**config.mk**
```make
export PLATFORM = sky130hd
export DESIGN_NAME = gfx_rom_arbiter
export DESIGN_NICKNAME = d
export VERILOG_FILES = /design/src/rtl/gfx_rom_arbiter.sv
export SDC_FILE = /design/constraint.sdc
export NUM_CORES = 1
export LEC_CHECK = 0
export ABC_CLOCK_PERIOD_IN_PS = 3500
export BUFFER_PORTS_ARGS = -buffer_cell sky130_fd_sc_hd__buf_2
export CAP_MARGIN = 0
export CORE_ASPECT_RATIO = 0.75
export CORE_MARGIN = 2
export CORE_UTILIZATION = 53
export DETAILED_ROUTE_END_ITERATION = 8
export PLACE_DENSITY = 0.8
export REMOVE_ABC_BUFFERS = 1
export SLEW_MARGIN = 20
export SYNTH_ARGS = -nofsm -noshare
export SYNTH_HDL_FRONTEND = slang
export SYNTH_SLANG_ARGS = --single-unit
```
**constraint.sdc**
```tcl
create_clock -name CLK -period 3.5 [get_ports CLK]
set_clock_uncertainty 0.15 [all_clocks]
set_input_delay 0 -clock CLK [delete_from_list [all_inputs] [get_ports CLK]]
set_output_delay 0 -clock CLK [all_outputs]
set_load 0.05 [all_outputs]
```
**src/rtl/gfx_rom_arbiter.sv**
```systemverilog
// Four-client graphics ROM read arbiter with a one-word (32-bit) cache per client.
// Misses are fetched from the SDRAM bank as two 16-bit beats, granted round-robin.
module gfx_rom_arbiter #(
    parameter int AW = 22
) (
    input  logic            CLK,
    input  logic            RESET,
    input  logic            DOWNLOADING,
    input  logic [3:0]      REQ_CS,
    input  logic [4*AW-1:0] REQ_ADDR,
    output logic [127:0]    REQ_DOUT,
    output logic [3:0]      REQ_OK,
    output logic [AW-1:0]   BA_ADDR,
    output logic            BA_RD,
    input  logic            BA_ACK,
    input  logic            BA_DOK,
    input  logic [15:0]     DATA_READ
);

    typedef enum logic [1:0] {
        ST_IDLE,
        ST_REQ,
        ST_BEAT0,
        ST_BEAT1
    } state_t;

    state_t state, state_nx;

    logic [3:0][AW-2:0] tag;
    logic [3:0][31:0]   data;
    logic [3:0]         valid;
    logic [3:0]         hit;
    logic [3:0]         pending;
    logic [1:0]         last_grant;
    logic [1:0]         gnt;
    logic [AW-2:0]      gnt_tag;
    logic [1:0]         pick;
    logic               pick_vld;
    logic               start;
    logic               lo_wr;
    logic               hi_wr;

    always_comb begin
        hit = '0;
        for (int i = 0; i < 4; i++)
            hit[i] = valid[i] && (tag[i] == REQ_ADDR[i*AW+1 +: AW-1]);
    end

    assign pending  = REQ_CS & ~hit;
    assign REQ_OK   = REQ_CS & hit;
    assign REQ_DOUT = data;

    // Scan downwards so the nearest client after last_grant wins.
    always_comb begin
        pick     = last_grant;
        pick_vld = 1'b0;
        for (int k = 4; k >= 1; k--) begin
            if (pending[last_grant + 2'(k)]) begin
                pick     = last_grant + 2'(k);
                pick_vld = 1'b1;
            end
        end
    end

    assign start = (state == ST_IDLE) && pick_vld && !DOWNLOADING;
    assign lo_wr = BA_DOK && ((state == ST_BEAT0) ||
                              (state == ST_REQ && BA_ACK));
    assign hi_wr = BA_DOK && (state == ST_BEAT1);

    always_ff @(posedge CLK or negedge RESET) begin
        if (!RESET) state <= ST_IDLE;
        else        state <= state_nx;
    end

    always_comb begin
        state_nx = state;
        unique case (state)
            ST_IDLE:  if (start) state_nx = ST_REQ;
            ST_REQ:   if (BA_ACK) state_nx = BA_DOK ? ST_BEAT1 : ST_BEAT0;
            ST_BEAT0: if (BA_DOK) state_nx = ST_BEAT1;
            ST_BEAT1: if (BA_DOK) state_nx = ST_IDLE;
            default:  state_nx = ST_IDLE;
        endcase
    end

    always_comb begin
        BA_RD = (state == ST_REQ);
    end

    always_ff @(posedge CLK or negedge RESET) begin
        if (!RESET) begin
            tag        <= '0;
            data       <= '0;
            valid      <= '0;
            last_grant <= 2'd3;
            gnt        <= 2'd0;
            gnt_tag    <= '0;
            BA_ADDR    <= '0;
        end else begin
            if (start) begin
                gnt          <= pick;
                gnt_tag      <= REQ_ADDR[int'(pick)*AW+1 +: AW-1];
                BA_ADDR      <= {REQ_ADDR[int'(pick)*AW+1 +: AW-1], 1'b0};
                valid[pick]  <= 1'b0;
            end
            if (lo_wr)
                data[gnt][15:0] <= DATA_READ;
            if (hi_wr) begin
                data[gnt][31:16] <= DATA_READ;
                tag[gnt]         <= gnt_tag;
                valid[gnt]       <= 1'b1;
                last_grant       <= gnt;
            end
            // A download invalidates everything, including a fetch landing now.
            if (DOWNLOADING)
                valid <= '0;
        end
    end

endmodule
```
* Yosys cells after proc, flatten, opt, wreduce, memory -nomap -nowiden
Index checks and enable logic that the tools add are counted. Widths: inputs -> output; s select.
Operators by class: order comparisons 8, equality and inequality tests 11, $mul 1, shift-type cells 1, bitwise operators 6, $add $sub $neg 4, reductions and logical operators 15, mux-type cells 39
Operator list (number):
- $bwmux 128 | 2
- $mux 128 | 2
- $demux 32 s2 | 2
- $shiftx 88x9->21 | 1
- $bwmux 84 | 1
- $eq 21x21->1 | 4
- $demux 21 s2 | 1
- $mux 32 | 1
- $mux 21 | 1
- $lt 2x3->1 const B | 6
- $mux 16 | 1
- $mux 2 | 7
- $and 4x4->4 | 3
- $mux 4 | 3
- $logic_and 1x1->1 | 11
- $mux 1 | 11
- $add 7x1->8 const B | 1
- $bmux 1 s2 | 4
- $not 4->4 | 2
- $pmux 2 s4 | 1
- $mul 2x4->6 const B | 1
- $ne 2x2->1 const B | 3
- $add 2x2->2 const B | 2
- $demux 1 s2 | 2
- other kinds (10) | 12
Storage, ports and cells: register bits after elaboration 243, output and inout port bits 155

* Depth between registers and ports, before layout
depth after elaboration 19, depth in mapped cells 10, depth with buffers taken out 8

* Worst setup path after synthesis
Ideal clock, no wire load.
path type reg2reg, from register tag[64] (netlist bit), to register valid[2], slack 0.825 ns, arrival 2.383 ns, required time 3.208 ns, period minus slack after synthesis 2.675 ns, cell stages (with the launch flop) 11, path buffers 2, cells stage by stage dfrtp_1 > xor2_1 > nor4_1 > nand4_1 > o21a_1 > nor3b_1 > or4_1 > buf_6 > buf_6 > o31ai_1 > a21oi_1
On the way: cells in the longest elaborated chain, start to end 19
RTL lines:
- start, declared | line 29 | logic [3:0][AW-2:0] tag;
- start signal, assigned by index | line 110 | tag[gnt] <= gnt_tag;
- $eq 21x21->1 * | line 46 | hit[i] = valid[i] && (tag[i] == REQ_ADDR[i*AW+1 +: AW-1]);
- $logic_and 1x1->1 * | line 46
- $not 4->4 * | line 49 | assign pending = REQ_CS & ~hit;
- $and 4x4->4 * | line 49
- $bmux 1 s2 | line 58 | if (pending[last_grant + 2'(k)]) begin
- $mux 1 (implied by the code) | line 58
- $mux 2 (3 in a row) | line 58
- $lt 2x3->1 (implied by the code) or $ge 2x1->1 (tied branches) | line 104 | valid[pick] <= 1'b0;
- $logic_and 1x1->1 (implied by the code) | line 104
- $mux 1 (implied by the code) | line 104
- $demux 1 s2 | line 104
- $not 4->4 (no source line)
- $and 4x4->4 (no source line)
- $mux 4 * | line 100 | if (start) begin
- $or 4x4->4 (no source line)
- $mux 4 * | line 108 | if (hi_wr) begin
- $mux 4 * | line 115 | if (DOWNLOADING)
- end signal, assigned by index | line 104
- end signal, assigned by index | line 111 | valid[gnt] <= 1'b1;
- end signal, assigned | line 116 | valid <= '0;
- end, declared | line 31 | logic [3:0] valid;
Mark *: on every way between the ends. The rest lies on a longest branch, timed or not. The select of a mux whose other input is x is not followed. A chain may end at the register's enable or synchronous reset.

* Final worst setup path
from register tag[74] (netlist bit), to register gnt_tag[14]
On the way: cells in the longest elaborated chain, start to end 12
RTL lines:
- $eq 21x21->1 * | line 46
- $logic_and 1x1->1 * | line 46
- $not 4->4 * | line 49
- $and 4x4->4 * | line 49
- $bmux 1 s2 | line 58
- $mux 1 (implied by the code) | line 58
- $mux 2 or $mux 1 (tied branches) (3 in a row) | line 58
- $mul 2x4->6 or $mux 1 (tied branches) | line 102, 58
- $add 7x1->8 or $logic_and 1x1->1 (tied branches) | line 102, 65
- $shiftx 88x9->21 or $logic_and 1x1->1 (tied branches) | line 102, 65
- end signal, assigned | line 102 | gnt_tag <= REQ_ADDR[int'(pick)*AW+1 +: AW-1];
- end, declared | line 36 | logic [AW-2:0] gnt_tag;
Marks and branches as above.

==> flow_metrics.env <==
export IMPL_setup_viol=0
export IMPL_cts_root_buf="clkbuf_16"
export IMPL_dr_max_layer_used="met4"
export IMPL_synth_seq_cells=243
export IMPL_report_final_slew_viol_count=0
export IMPL_cp_top_family="simple AND/OR/NAND/NOR gates"
export IMPL_track_usage_pct=29.05
export IMPL_die_w_um=168.1
export IMPL_final_common_cell="buf_2"
export IMPL_std_cell_rows=44
export IMPL_synth_cells=758
export IMPL_cts_tree="yes"
export IMPL_rr_worst_depth=10
export IMPL_synth_warnings=0
export IMPL_num_vias=7827
export IMPL_post_drt_via_cell_ratio=5.587
export IMPL_avgSynthCellArea_um2=14.13
export IMPL_rsz0062_at_grt="no"
export IMPL_critPathMaxFanout=38
export IMPL_path_clk_slew_ns=0.06
export IMPL_numCtsBuffers=24
export IMPL_timing_max_cap_violations=0
export IMPL_yosysSeqAreaShare_pct=56.81
export IMPL_place_inst=1252
export IMPL_drt_iter0_drc=535
export IMPL_critPathMaxStageDelay_ns=0.74
export IMPL_finalHoldViolations=6
export IMPL_cp_num_buf_inv=2
export IMPL_syn_area_um2=10710
export IMPL_wl_met1_um=13150
export IMPL_worstPathRequired_ns=3.71
export IMPL_ios=268
export IMPL_dieArea_um2=21370
export IMPL_leakage_nw=6.967
export IMPL_timing_rr_start="tag[74]"
export IMPL_drc_errors=0
export IMPL_worst_slew_pin_slew_ns=0.9472
export IMPL_hpwl_um=19560
export IMPL_dr_pass1_iters=5
export IMPL_critPathCaptureType="flip-flop"
export IMPL_grt_max_degree=118
export IMPL_cp_startpoint="tag[74]"
export IMPL_p_total_mw=14.76
export IMPL_crit_end="gnt_tag[14]"
export IMPL_nets=1247
export IMPL_gp_congestion=0.8260
export IMPL_grt_pass1_wl_um=47860
export IMPL_grt_pass1_vias=8378
export IMPL_final_cell_mix="buf_2 (261), dfrtp_1 (241), mux2_2 (216)"
export IMPL_r2r_end="gnt_tag[14]"
export IMPL_wl_per_cell_um=22.10
export IMPL_relSlewSlack_pct=36.70
export IMPL_die_y_um=127.1
export IMPL_hold_path_class="in2async"
export IMPL_path_cells="xor2_1 -> nor4_1 -> buf_4 -> nand4_1 -> o21a_1 -> nor3b_1 -> or4_2 -> buf_12 -> mux2i_1 -> o221ai_1"
export IMPL_synth_async_reset_ratio_pct=100.0
export IMPL_dr_wl_met3_um=1915
export IMPL_core_area_um2=19600
export IMPL_violations="negative hold slack"
export IMPL_fill_cells=1267
export IMPL_reg2reg_slack_ns=0.09
export IMPL_wl_um=30960
export IMPL_syn_to_final_growth_pct=32.79
export IMPL_met2_length_um=14940
export IMPL_p_per_area_nw_per_um2=1038
export IMPL_cts_post_setup_buffers_inserted=0
export IMPL_multiInputGateArea_um2=4468
export IMPL_final_cells=1401
export IMPL_whs_ns=-0.02136
export IMPL_clock_path_buffers=3
export IMPL_cp_slowest_cell="or4_2"
export IMPL_regArea_um2=6083
export IMPL_start_kind="flip-flop"
export IMPL_synth_edf_count=0
export IMPL_fmax_mhz=292.9
export IMPL_grt_overflow=0
export IMPL_antenna_left=0
export IMPL_fin_crit_sh_pct=97.56
export IMPL_ir_worst_vdd_v=0.0008576
export IMPL_critPathKind="reg2reg"
export IMPL_arrival_ns=3.63
export IMPL_ys_types=41
export IMPL_layout_drive_gt1_share_pct=47.21
export IMPL_cts_sinks=243
export IMPL_clkLatencyLatePin_ns=0.53
export IMPL_synth_flop_cell="dfrtp_1"
export IMPL_outcome="finished with violations"
export IMPL_port_buffers=262
export IMPL_period_minus_slack_ns=3.415
export IMPL_initial_core_util_pct=54.63
export IMPL_antenna_found_initial=2
export IMPL_cp_depth=10
export IMPL_cts_htree_levels=1
flip-flops by register name, summed over array words and instances, names as in the netlist:
name / cells
REQ_DOUT: 128
gnt: 2
gnt_tag: 21
last_grant: 2
state: 2
tag: 84
valid: 4
power breakdown:
| group | internal, mW | total [mW] | switching, mW |
|---|---|---|---|
| clock | 1.51 | 2.61 | 1.10 |
| sequential | 4.12 | 5.01 | 0.896 |
| combinational | 2.35 | 7.14 | 4.79 |
| total | 7.98 | 14.8 | 6.78 |
worst min path at each step:
stage	startpoint	end	slack [ns]	cells past startpoint
global route	RESET	REQ_DOUT[96]	0.08	2
finish	RESET	REQ_DOUT[96]	-0.02	2
global placement	RESET	REQ_DOUT[13]	0.004	1
floorplan	RESET	REQ_DOUT[0]	-0.45	0
CTS	RESET	REQ_DOUT[96]	0.05	2
detailed placement	RESET	REQ_DOUT[96]	0.0007	1
Yosys cell counts, drive strengths merged, types with 3 or more instances:
| library cell | count | area [µm²] |
|---|---|---|
| dfrtp | 241 | 6031 |
| mux2 | 216 | 2432 |
| xnor2 | 52 | 455.4 |
| mux2i | 43 | 430.4 |
| xor2 | 32 | 280.3 |
| nand2 | 28 | 105.1 |
| clkbuf | 22 | 82.58 |
| o221ai | 21 | 183.9 |
| buf | 14 | 95.09 |
| nand4 | 14 | 87.58 |
| nor4 | 12 | 75.07 |
| a21oi | 6 | 30.03 |
| and3 | 6 | 37.54 |
| inv | 6 | 22.52 |
| ha | 5 | 62.56 |
| nor2b | 5 | 31.28 |
| nand3 | 4 | 20.02 |
| o31ai | 4 | 30.03 |
| a21boi | 3 | 22.52 |
| nor2 | 3 | 11.26 |
| nor3 | 3 | 15.01 |
kinds of logic (layout without fill, tap and decap cells):
family          count (synthesis)  in the layout  synth area share [%]
flops                         243            243                 56.81
xor+xnor                       84             84                 6.871
buf+inv                        42            430                 1.870
fa+ha+maj                       5              5                0.5842
other cells                     1              3               0.03502
compound gates                 44             44                 3.179
mux                           259            259                 26.74
simple gates                   80             80                 3.915
stage by stage:
step	setup slack, ns	instance area (µm²)	TNS (ns)	util (%)
after floorplan	-1.158	10530	-48.64	-
after detailed placement	0.1620	12350	0	63.04
final	0.08545	14220	0	72.55
after global placement	0.2848	12350	0	63.04
after CTS	0.1681	14190	0	72.42
after global routing	0.004643	14220	0	72.55
layer usage:
metal | vias to the layer above | track usage, %
met3 | 82 | 5.731
met4 | 0 | 10.85
met1 | 3977 | 39.06
li1 | 3470 | -
met2 | 298 | 47.50
met5 | - | 0
layout make-up:
class,instances,share of cell area [%]
clock buffers,38,5.157
clock inverters,5,0.4576
diodes,2,0.03520
multi-input cells,473,31.42
well taps,253,2.226
repair buffers,381,17.76
flip-flops and latches,243,42.78
inverters,6,0.1584
what timing repair did:
| item | in CTS | in global routing |
|---|---|---|
| hold buffers | 104 | 0 |
| gates resized for setup | 0 | 3 |
| endpoints found under the setup margin | 0 | 9 |
| endpoints found under the hold margin | 273 | 0 |
No activity file was read; power rests on OpenSTA's default activity.
